<file path="src/rtl/ncl_sink_pkg.sv">
`default_nettype none
// ============================================================================
//  Module   : ncl_sink_pkg
//  Purpose  : Shared types and constants for the clocked dual-rail NCL sink.
//  Revision : 1.0  initial release
// ============================================================================
package ncl_sink_pkg;

    // Width of the captured-wavefront counter.
    localparam int WAVE_CNT_W = 16;

    // Handshake controller states.
    typedef enum logic [1:0] {
        WAIT_DATA = 2'd0,   // a_comp low, waiting for a complete DATA word
        WAIT_NULL = 2'd1,   // a_comp high, waiting for the channel to return to NULL
        STALL     = 2'd2    // a_comp high, holding the sender until the buffer frees
    } sink_state_t;

endpackage
`default_nettype wire

</file>
<file path="src/rtl/ncl_sync_bus.sv">
`default_nettype none
// ============================================================================
//  Module   : ncl_sync_bus
//  Purpose  : WIDTH-bit multi-flop synchronizer with synchronous reset.
//             Each bit is synchronized independently; there is no
//             bus-coherence guarantee, which the completion detector
//             downstream tolerates by waiting for a whole wavefront.
//  Revision : 1.0  initial release
// ============================================================================
module ncl_sync_bus #(
    parameter int WIDTH       = 8,
    parameter int SYNC_STAGES = 2     // must be at least 2
) (
    input  logic             clk,
    input  logic             init,
    input  logic [WIDTH-1:0] d,
    output logic [WIDTH-1:0] q
);

    logic [WIDTH-1:0] r_stage [SYNC_STAGES];

    // First stage samples the asynchronous pins.
    always_ff @(posedge clk) begin
        if (init) begin
            r_stage[0] <= '0;
        end else begin
            r_stage[0] <= d;
        end
    end

    // Remaining stages give metastability time to resolve.
    generate
        for (genvar k = 1; k < SYNC_STAGES; k++) begin : g_stage
            // Shift one stage down the chain.
            always_ff @(posedge clk) begin
                if (init) begin
                    r_stage[k] <= '0;
                end else begin
                    r_stage[k] <= r_stage[k-1];
                end
            end
        end
    endgenerate

    assign q = r_stage[SYNC_STAGES-1];

endmodule
`default_nettype wire

</file>
<file path="src/rtl/ncl_dualrail_sink.sv">
`default_nettype none
// ============================================================================
//  Module   : ncl_dualrail_sink
//  Purpose  : Clocked consumer of a dual-rail NCL channel. Synchronizes both
//             rails, detects complete DATA / complete NULL wavefronts, drives
//             the four-phase completion back to the sender and presents each
//             captured word on a valid/ready interface.
//  Revision : 1.0  initial release
// ============================================================================
module ncl_dualrail_sink
    import ncl_sink_pkg::*;
#(
    parameter int WIDTH       = 8,
    parameter int SYNC_STAGES = 2
) (
    input  logic                  clk,
    input  logic                  init,
    input  logic [WIDTH-1:0]      a_rail0,
    input  logic [WIDTH-1:0]      a_rail1,
    output logic                  a_comp,
    output logic [WIDTH-1:0]      out_data,
    output logic                  out_valid,
    input  logic                  out_ready,
    output logic                  err_illegal,
    output logic [WAVE_CNT_W-1:0] wave_count
);

    logic [WIDTH-1:0]      w_s0;
    logic [WIDTH-1:0]      w_s1;
    logic                  w_complete;
    logic                  w_null;
    logic                  w_illegal;
    logic                  w_buffer_free;
    logic                  w_capture;
    logic                  w_a_comp_next;
    sink_state_t           r_state;
    sink_state_t           w_state_next;
    logic                  r_a_comp;
    logic [WIDTH-1:0]      r_out_data;
    logic                  r_out_valid;
    logic                  r_err_illegal;
    logic [WAVE_CNT_W-1:0] r_wave_count;

    ncl_sync_bus #(
        .WIDTH       (WIDTH),
        .SYNC_STAGES (SYNC_STAGES)
    ) u_sync_rail0 (
        .clk  (clk),
        .init (init),
        .d    (a_rail0),
        .q    (w_s0)
    );

    ncl_sync_bus #(
        .WIDTH       (WIDTH),
        .SYNC_STAGES (SYNC_STAGES)
    ) u_sync_rail1 (
        .clk  (clk),
        .init (init),
        .d    (a_rail1),
        .q    (w_s1)
    );

    // Wavefront classification on the synchronized rails.
    assign w_complete    = &(w_s0 ^ w_s1);
    assign w_null        = ~|(w_s0 | w_s1);
    assign w_illegal     = |(w_s0 & w_s1);
    assign w_buffer_free = ~r_out_valid | out_ready;

    // Controller state and completion register.
    always_ff @(posedge clk) begin
        if (init) begin
            r_state  <= WAIT_DATA;
            r_a_comp <= 1'b0;
        end else begin
            r_state  <= w_state_next;
            r_a_comp <= w_a_comp_next;
        end
    end

    // Next-state, completion and capture decisions.
    always_comb begin
        w_state_next  = r_state;
        w_a_comp_next = r_a_comp;
        w_capture     = 1'b0;
        case (r_state)
            WAIT_DATA: begin
                if (w_complete && !w_illegal && w_buffer_free) begin
                    w_capture     = 1'b1;
                    w_a_comp_next = 1'b1;
                    w_state_next  = WAIT_NULL;
                end
            end
            WAIT_NULL: begin
                if (w_null) begin
                    w_state_next = STALL;
                end
            end
            STALL: begin
                // Backpressure point: DATA is only requested once the
                // output register can accept the next word.
                if (w_buffer_free) begin
                    w_a_comp_next = 1'b0;
                    w_state_next  = WAIT_DATA;
                end
            end
            default: begin
                w_a_comp_next = 1'b0;
                w_state_next  = WAIT_DATA;
            end
        endcase
    end

    // Output buffer, wavefront counter and sticky error flag.
    always_ff @(posedge clk) begin
        if (init) begin
            r_out_data    <= '0;
            r_out_valid   <= 1'b0;
            r_err_illegal <= 1'b0;
            r_wave_count  <= '0;
        end else begin
            if (w_capture) begin
                r_out_data   <= w_s1;
                r_out_valid  <= 1'b1;
                r_wave_count <= r_wave_count + WAVE_CNT_W'(1);
            end else if (r_out_valid && out_ready) begin
                r_out_valid  <= 1'b0;
            end
            if (w_illegal) begin
                r_err_illegal <= 1'b1;
            end
        end
    end

    assign a_comp      = r_a_comp;
    assign out_data    = r_out_data;
    assign out_valid   = r_out_valid;
    assign err_illegal = r_err_illegal;
    assign wave_count  = r_wave_count;

endmodule
`default_nettype wire

</file>
<file path="config.mk">
export PLATFORM = sky130hd
export DESIGN_NAME = ncl_dualrail_sink
export DESIGN_NICKNAME = d
export VERILOG_FILES = /design/src/rtl/ncl_sink_pkg.sv /design/src/rtl/ncl_sync_bus.sv /design/src/rtl/ncl_dualrail_sink.sv
export SDC_FILE = /design/constraint.sdc
export NUM_CORES = 1
export LEC_CHECK = 0
export CORE_ASPECT_RATIO = 0.7
export CORE_MARGIN = 1.5
export CORE_UTILIZATION = 46
export DETAILED_ROUTE_END_ITERATION = 10
export GPL_TIMING_DRIVEN = 0
export PLACE_DENSITY_LB_ADDON = 0.3
export SLEW_MARGIN = 40
export SYNTH_ARGS = -nofsm -noshare
export SYNTH_HDL_FRONTEND = slang
export SYNTH_SLANG_ARGS = --single-unit
</file>
<file path="constraint.sdc">
create_clock -name clk -period 2.45 [get_ports clk]
set_input_delay 0.49 -clock clk [delete_from_list [all_inputs] [get_ports clk]]
set_output_delay 0.49 -clock clk [all_outputs]
set_load 0.02 [all_outputs]
</file>
[Word level (Yosys, flattened, before mapping)]
Memory sizes are Yosys's and may differ from the RTL's.
Index checks and enable logic that the tools add are counted.
Storage, ports and cells
  input port bits: 19
  output and inout port bits: 27
  memory bits (writable): 32
  memories kept: 2
  bits in registers: 29
Cells by class
  muxes and demuxes: 18
  add/sub/neg operators: 1
  bitwise operators: 10
  eq/ne operators: 5
  reduce and logical (&&, ||, !) cells: 11
Memory list
  u_sync_rail0.r_stage: words 2, bits a word 8, read ports 2, clocked after memory_dff 0, wr ports 2, RTL line ncl_sync_bus.sv:20  | logic [WIDTH-1:0] r_stage [SYNC_STAGES];
  u_sync_rail1.r_stage: words 2, bits a word 8, read ports 2, clocked after memory_dff 0, wr ports 2, RTL line ncl_sync_bus.sv:20
Operators by type and width (count)
  $mux W8: 4
  $add A16 B1 Y16 const B: 1
  $reduce_or A8 Y1: 2
  $mux W1: 9
  $and A8 B8 Y8: 1
  $or A8 B8 Y8: 1
  $reduce_and A8 Y1: 1
  $xor A8 B8 Y8: 1
  $mux W2: 3
  $ne A2 B2 Y1 const B: 3
  $pmux W2 S3: 1
  $reduce_and A3 Y1: 2
  $or A1 B1 Y1: 5
  $logic_and A1 B1 Y1: 3
  $pmux W1 S3: 1
  $eq A2 B1 Y1 const B: 1
  $eq A2 B2 Y1 const B: 1
  $logic_not A2 Y1: 1
  $not A1 Y1: 2
  $reduce_bool A2 Y1: 1
  $logic_not A1 Y1: 1

[Depth between registers and ports, before layout]
Gate-level depths: netlist (run 1).
  depth in word-level cells: 8
  gate-level depth with buffers: 9
  mapped depth without buffers: 6

[Cells and area by module]
From an unflattened synthesis (run 1), not the netlist that was laid out.
Unflattened totals
  cell total of the unflattened synthesis: 275
  area total of the unflattened synthesis: 2720.1 um^2
Modules (own cells, without submodules)
  ncl_dualrail_sink: area each 1791.7 um^2, times used 1, seq. area each 580.6 um^2, cells an instance 209
  ncl_sync_bus: area each 464.2 um^2, times used 2, seq. area each 320.3 um^2, cells an instance 33

[Worst setup path before layout (run 1)]
OpenSTA, ideal clock, no wires.
  path kind: reg2reg
  from: mem u_sync_rail0.r_stage[1][5]
  to: reg r_wave_count[15] (netlist: wave_count[15])
  slack: 34 ps
  buffers on the path: 1
  data required time: 2380 ps
  arrival time: 2345 ps
  cell stages (with the launch flop): 7
  path through: dfxtp_1 -> ha_1 -> or4_4 -> or4b_4 -> buf_6 -> or4_1 -> a21oi_1
RTL lines
  start: declaration: RTL line ncl_sync_bus.sv:20
  end signal: assignment: RTL line ncl_dualrail_sink.sv:125  | r_wave_count <= r_wave_count + WAVE_CNT_W'(1);
  end: declaration: RTL line ncl_dualrail_sink.sv:42  | logic [WAVE_CNT_W-1:0] r_wave_count;

==> results of run 1 <==
layer usage:
metal	GRT usage (%)	vias up	wire [µm]
met2	31.5	60	2490
met1	27.9	966	2830
li1	-	1058	-
met3	8.92	5	388
met5	0	-	0
met4	4.88	0	52
worst max-delay path by stage:
stage | from | endpoint | slack (ns) | depth (start not counted)
final | u_sync_rail1.r_stage[1][5]$_SDFF_PP0_ | wave_count[11]$_SDFFE_PP0P_ | -0.06 | 6
after global routing | u_sync_rail1.r_stage[1][5]$_SDFF_PP0_ | wave_count[2]$_SDFFE_PP0P_ | -0.11 | 6
after CTS | u_sync_rail1.r_stage[1][2]$_SDFF_PP0_ | wave_count[15]$_SDFFE_PP0P_ | -0.05 | 6
after detailed placement | u_sync_rail1.r_stage[1][1]$_SDFF_PP0_ | wave_count[9]$_SDFFE_PP0P_ | -0.20 | 7
after global placement | out_ready | out_data[2]$_SDFFE_PP0P_ | -0.36 | 5
after floorplan | u_sync_rail0.r_stage[1][5]$_SDFF_PP0_ | wave_count[15]$_SDFFE_PP0P_ | 0.03 | 6
per-stage QoR:
step           cell area, µm²  instances  setup slack [ns]  setup TNS (ns)  power, mW
6_report                 3430        402           -0.0614          -0.199       1.95
2_1_floorplan            2500        266            0.0341               0       1.12
3_5_place_dp             3050        383            -0.204           -1.98       1.17
3_3_place_gp             3030        382            -0.358           -4.79       1.17
5_1_grt                  3430        402            -0.112           -1.43       2.04
4_1_cts                  3310        404           -0.0541          -0.420       1.96
registers in the layout (all words and copies together), names as in the netlist:
| name | cells |
|---|---|
| u_sync_rail0.r_stage | 16 |
| u_sync_rail1.r_stage | 16 |
| wave_count | 16 |
| out_data | 8 |
| r_state | 2 |
| a_comp | 1 |
| err_illegal | 1 |
| out_valid | 1 |
cell families (layout without fill, tap and decap cells):
kind of cell / Yosys count / count (layout) / share of synthesized area, %
AOI/OAI and AO/OA: 54 / 54 / 12.2
DFF: 61 / 61 / 48.8
and+or+nand+nor: 99 / 99 / 24.6
buffers and inverters: 35 / 99 / 5.85
adders and majority gates: 17 / 17 / 8.50
cell usage after synthesis, drive strengths merged:
cell and instances:
inv 18, o31ai 14, nand2 5, nand3b 1, and4 1, or2 1
nand3 17, ha 17, or3 3, and2 1, and3 2, or4 17
dfxtp 61, or4b 1, o21ai 13, nand4 8, nor4b 1, a21oi 27
clkbuf 14, nor3 2, buf 3, nor3b 1, nor2 3, nand2b 2
nor2b 33
area by class of cell:
type | count | share of cell area [%]
Multi-Input combinational cell | 170 | 37.8
Inverter | 18 | 1.97
Clock buffer | 10 | 4.01
Buffer | 15 | 2.37
Clock inverter | 6 | 1.13
Timing Repair Buffer | 50 | 14.2
Sequential cell | 61 | 35.9
Tap cell | 72 | 2.63
critical path, cell delays in order, from the launching register on:
cell and delay, ns:
dfxtp_2 0.36, ha_4 0.16, or4_4 0.53, or4b_4 0.61
buf_6 0.16, or4_1 0.46, a21oi_1 0.15
repair_timing:
item	CTS	global route
setup buffers	4	0
cloned	1	0
endpoints found under the hold margin	0	0
resized for setup	18	33
pin swaps	20	17
endpoints found under the setup margin	19	24
power groups by stage:
stage | Combinational, mW | Clock, mW | Sequential, mW
6_report | 0.140 | 0.779 | 1.03
5_1_grt | 0.154 | 0.851 | 1.03
4_1_cts | 0.134 | 0.796 | 1.03
3_5_place_dp | 0.122 | 0 | 1.05
3_3_place_gp | 0.118 | 0 | 1.05
2_1_floorplan | 0.0698 | 0 | 1.05
==> implementation parameters, run 1 <==
Parameter                              Value

Clock network
  Clock transition time at the flip-flop clock pins of the worst setup and hold paths    0.07 ns
  Hold-fix buffer count after cts    0
  Source-to-sink clock delay at the later pin of the worst-skew pair    0.34 ns
  Maximum number of buffers from clock root to sink    2
  CTS Buf Count    9
  Clock root buffer    clkbuf_8
  # H-tree levels    3
  TritonCTS clock tree    built
  Sinks on the clock net    61

Logic synthesis
  Sequential element share of the synthesized area    48.8%
  Mean cell area of the mapped netlist    9.40 µm²
  Synth unique cells    28
  Post-synthesis cell count    266
  Flops & latches, synth    61
  Syn Std Cell Area    2500 µm²
  Dominant cells by area after synthesis    dfxtp_1 49%, ha_1 8.5%, nor2b_1 8.3%
  Net Count, Synth    302
  Post-synthesis cell type with the largest combined area    dfxtp_1
  Yosys top cell area share    48.8%
  Number of warnings issued by yosys    0

Critical path
  Biggest fanout along the worst timing path    6
  Reg2reg start    u_sync_rail1.r_stage[1][5]$_SDFF_PP0_
  FF-to-FF setup slack    -0.06 ns
  Number of cell instances on the worst register-to-register path    6
  Type of the worst setup path    reg -> reg
  Kind of start point of the critical path    flip-flop
  Crit path required time    2.72 ns
  Type of element capturing the critical path    flip-flop
  Arrival time at the worst endpoint    2.78 ns
  Critical register-to-register path endpoint    wave_count[11]$_SDFFE_PP0P_

Detailed routing
  TritonRoute pass-1 iters    4
  Total length of routed wires    5750 µm
  DRC viols    0
  DR vias    2089
  Remaining antenna violation count after routing    0
  Initial drt markers    148
  Average vias per placed instance    5.20
  Average detailed-routed wire length per instance    14.3 µm

Timing
  Max Transition Viols Final    0
  Unrepaired setup endpoints after global routing    true
  Final period utilization    103%
  Worst slew margin    59.6%
  Clock tree skew after final layout    0.00639 ns
  Final setup violation count    7
  Post-route worst setup slack    -0.0614 ns
  Worst hold slack after final layout    0.436 ns
  Worst-margin pin slew    0.606 ns
  Maximum achievable frequency    398 MHz
  Number of hold violations in the final report    0
  Min cycle time layout    2.51 ns

Floorplanning
  Initial cell density of the core    47.8%
  Vertical extent of the die    64.7 µm
  Die area    5900 µm²
  Core outline area    5230 µm²
  Top-Level Pins    46
  Die width    91.1 µm
  Placement row count    22

Power
  Total power per unit cell area    569 nW/µm²
  Pint    1.48 mW
  Net switching share of the total power    24.3%
  Combinational share of power    7.2%
  Net switching power of the design    0.474 mW
  Part of the total power dissipated in sequential elements    52.9%
  Clock power frac    39.9%
  Max rail drop VDD    334 µV
  Pleak    1.18 nW

Placement
  Sum of net half-perimeters after detailed placement    3810 µm
  Weighted congestion at the end of routability-driven global placement    0.873
  IO buf count    44

Global routing
  First-pass GRT wire length    9430 µm
  Total gr overflow    0
  Initial antenna violation count    0
  Pin count of the biggest net entering global routing    12
  Vias in the first global route    1999
  Global Route Usage Sum    21.0%

Final layout
  Most frequent standard cell in the layout excluding fill and tap cells    dfxtp_1
  # diodes    0
  Final net count    361
  Leading cell types in the layout, fill and taps excluded    53 x dfxtp_1, 44 x clkdlybuf4s50_1, 33 x nor2b_1, 23 x a21oi_1, 18 x inv_1
  Filler Cell Count    424
  Layout cell share with drive strength beyond 1    19.4%
  Post-Route Utilization    65.6%
  Area growth from synthesis to layout    37.1%
  Area taken by multi-input logic gates    1290 µm²
  Storage cell area    1230 µm²

Hold path
  Hold path startpoint    u_sync_rail0.r_stage[0][6]$_SDFF_PP0_
  Worst Hold Depth    1
  Min-Delay Endpoint    u_sync_rail0.r_stage[1][6]$_SDFF_PP0_
  Class of the tightest hold or removal check    reg -> reg

Outcome
  Failing checks    negative setup slack
  Outcome    complete, but fails checks

Job
  Total of max-cap violations    0
No activity file was read; power rests on OpenSTA's default activity.
==> run 2: changes to the inputs <==
--- a/config.mk
+++ b/config.mk
@@ -8,6 +8,7 @@
 export CORE_ASPECT_RATIO = 0.7
 export CORE_MARGIN = 1.5
 export CORE_UTILIZATION = 46
+export CTS_CLUSTER_SIZE = 16
 export DETAILED_ROUTE_END_ITERATION = 10
 export GPL_TIMING_DRIVEN = 0
 export PLACE_DENSITY_LB_ADDON = 0.3
==> results of run 2 <==
The final DEF is identical to that of run 1; final timing and power are the same.
==> run 3: changes to the inputs <==
--- a/config.mk
+++ b/config.mk
@@ -5,6 +5,7 @@
 export SDC_FILE = /design/constraint.sdc
 export NUM_CORES = 1
 export LEC_CHECK = 0
+export CAP_MARGIN = 5
 export CORE_ASPECT_RATIO = 0.7
 export CORE_MARGIN = 1.5
 export CORE_UTILIZATION = 46
@@ -12,6 +13,8 @@
 export DETAILED_ROUTE_END_ITERATION = 10
 export GPL_TIMING_DRIVEN = 0
 export PLACE_DENSITY_LB_ADDON = 0.3
+export RECOVER_POWER = 25
+export SKIP_CTS_REPAIR_TIMING = 1
 export SLEW_MARGIN = 40
 export SYNTH_ARGS = -nofsm -noshare
 export SYNTH_HDL_FRONTEND = slang
==> implementation parameters, run 3 (synthesis gave the netlist of run 1 again) <==
Parameter                              Value

Timing
  Maximum achievable frequency    398 MHz (about the same)
  Final period utilization    103% (about the same)
  Number of hold violations in the final report    0 (unchanged)
  Worst slew margin    51.0% (-8.6 points)
  Unrepaired setup endpoints after global routing    true
  Worst-margin pin slew    0.734 ns (+0.129 ns)
  Min cycle time layout    2.51 ns (+0.000511 ns)
  Final setup violation count    9 (+2)
  Clock tree skew after final layout    0.00563 ns (-0.000754 ns)
  Max Transition Viols Final    0 (unchanged)
  Worst hold slack after final layout    0.437 ns (+0.00107 ns)
  Post-route worst setup slack    -0.0619 ns (-0.000511 ns)

Clock network
  Sinks on the clock net    61 (unchanged)
  # H-tree levels    3 (unchanged)
  TritonCTS clock tree    built
  Clock root buffer    clkbuf_8
  Maximum number of buffers from clock root to sink    2 (unchanged)
  CTS Buf Count    9 (unchanged)
  Source-to-sink clock delay at the later pin of the worst-skew pair    0.34 ns (about the same)
  Clock transition time at the flip-flop clock pins of the worst setup and hold paths    0.07 ns (about the same)

Placement
  Post-placement setup slack    -0.204 ns (unchanged)
  IO buf count    44 (unchanged)
  Weighted congestion at the end of routability-driven global placement    0.873 (unchanged)
  Placed inst area    3050 µm² (unchanged)
  Sum of net half-perimeters after detailed placement    3810 µm (unchanged)

Detailed routing
  Total length of routed wires    5920 µm (+2.8%)
  Remaining antenna violation count after routing    0 (unchanged)
  TritonRoute pass-1 iters    7 (+3)
  Initial drt markers    169 (+14%)
  Average vias per placed instance    5.35 (+3.0%)
  DRC viols    0 (unchanged)
  Average detailed-routed wire length per instance    14.6 µm (+2.3%)
  DR vias    2162 (+3.5%)

Global routing
  Pin count of the biggest net entering global routing    12 (unchanged)
  Global Route Usage Sum    19.9% (-1.1 points)
  First-pass GRT wire length    8980 µm (-4.8%)
  Initial antenna violation count    0 (unchanged)
  Total gr overflow    0 (unchanged)
  Vias in the first global route    1918 (-4.1%)

Final layout
  Area of all placed cells without fillers    3530 µm² (+3.0%)
  Most frequent standard cell in the layout excluding fill and tap cells    dfxtp_1
  Layout cell share with drive strength beyond 1    23.5% (+4.1 points)
  Final net count    363 (+0.55%)
  Leading cell types in the layout, fill and taps excluded    52 x dfxtp_1, 44 x clkdlybuf4s50_1, 33 x nor2b_1, 19 x a21oi_1, 18 x inv_1
  Area growth from synthesis to layout    41.1%
  Filler Cell Count    402 (-5.2%)
  # diodes    0 (unchanged)
  Post-Route Utilization    67.5% (+1.9 points)

Power
  Pleak    1.21 nW (+2.5%)
  Total power per unit cell area    556 nW/µm² (-2.3%)
  Max rail drop VDD    367 µV (+9.9%)

Outcome
  Failing checks    negative setup slack
  Outcome    complete, but fails checks

Critical path
  Critical register-to-register path endpoint    wave_count[11]$_SDFFE_PP0P_
  Cell family with most CP delay    simple AND/OR/NAND/NOR gates
  Biggest fanout along the worst timing path    10 (+4)
  Arrival time at the worst endpoint    2.71 ns (-0.07 ns)
  Crit path required time    2.64 ns (-0.08 ns)
  Number of cell instances on the worst register-to-register path    7 (+1)
  Buf+Inv Stages, Crit Path    2 (+1)
  Cell with the biggest individual delay on the critical path    or4b_4
  Type of the worst setup path    reg -> reg
  CP Cell Sequence    ha_4 > or4_4 > or4b_4 > buf_6 > buf_6 > o31ai_2 > a21oi_1
  Crit-path max cell delay    0.62 ns (about the same)
  Kind of start point of the critical path    flip-flop
  Reg2reg start    u_sync_rail1.r_stage[1][2]$_SDFF_PP0_
  Most used cell, CP    buf_6
  Type of element capturing the critical path    flip-flop
  FF-to-FF setup slack    -0.06 ns (about the same)

Hold path
  Min-Delay Endpoint    u_sync_rail1.r_stage[1][1]$_SDFF_PP0_
  Hold path startpoint    u_sync_rail1.r_stage[0][1]$_SDFF_PP0_
  Class of the tightest hold or removal check    reg -> reg
  Worst Hold Depth    1 (unchanged)

Floorplanning
  Initial cell density of the core    47.8% (unchanged)
  Die width    91.1 µm (unchanged)
  Top-Level Pins    46 (unchanged)
  Die area    5900 µm² (unchanged)
  Core outline area    5230 µm² (unchanged)
  Placement row count    22 (unchanged)
  Vertical extent of the die    64.7 µm (unchanged)

Job
  Total of max-cap violations    0 (unchanged)
run 3: through the flow:
stage	power [mW]	std cells	setup TNS (ns)
2_1_floorplan	1.12	266	0
3_3_place_gp	1.17	382	-4.79
3_5_place_dp	1.17	383	-1.98
4_1_cts	1.95	399	-2.25
5_1_grt	2.04	404	-1.05
6_report	1.96	404	-0.412
run 3: layout make-up:
type | count | area, µm² | share of cell area [%]
multi-input cells | 170 | 1370 | 38.9
flip-flops and latches | 61 | 1230 | 35.0
repair buffers | 51 | 498 | 14.1
clock buffers | 10 | 138 | 3.90
plain buffers | 16 | 90.1 | 2.55
well taps | 72 | 90.1 | 2.55
inverters | 18 | 67.6 | 1.91
clock inverters | 6 | 38.8 | 1.10
run 3: worst max-delay path by stage:
stage / cells past startpoint / from / end
3_5_place_dp: 7 / u_sync_rail1.r_stage[1][1]$_SDFF_PP0_ / wave_count[9]$_SDFFE_PP0P_
6_report: 7 / u_sync_rail1.r_stage[1][2]$_SDFF_PP0_ / wave_count[11]$_SDFFE_PP0P_
5_1_grt: 6 / u_sync_rail1.r_stage[1][2]$_SDFF_PP0_ / wave_count[2]$_SDFFE_PP0P_
2_1_floorplan: 6 / u_sync_rail0.r_stage[1][5]$_SDFF_PP0_ / wave_count[15]$_SDFFE_PP0P_
3_3_place_gp: 5 / out_ready / out_data[2]$_SDFFE_PP0P_
4_1_cts: 7 / u_sync_rail1.r_stage[1][1]$_SDFF_PP0_ / wave_count[9]$_SDFFE_PP0P_
run 3: metal layers:
layer | global-route usage [%] | vias up | wire length, µm
li1 | - | 1058 | -
met1 | 26.7 | 1008 | 2790
met2 | 28.9 | 85 | 2590
met3 | 8.92 | 11 | 473
met4 | 4.88 | 0 | 66
met5 | 0 | - | 0
run 3: where the power goes:
| group | switching, mW | total (mW) | internal [mW] |
|---|---|---|---|
| Sequential | 0.0138 | 1.03 | 1.02 |
| Combinational | 0.0764 | 0.149 | 0.0731 |
| Clock | 0.393 | 0.782 | 0.389 |
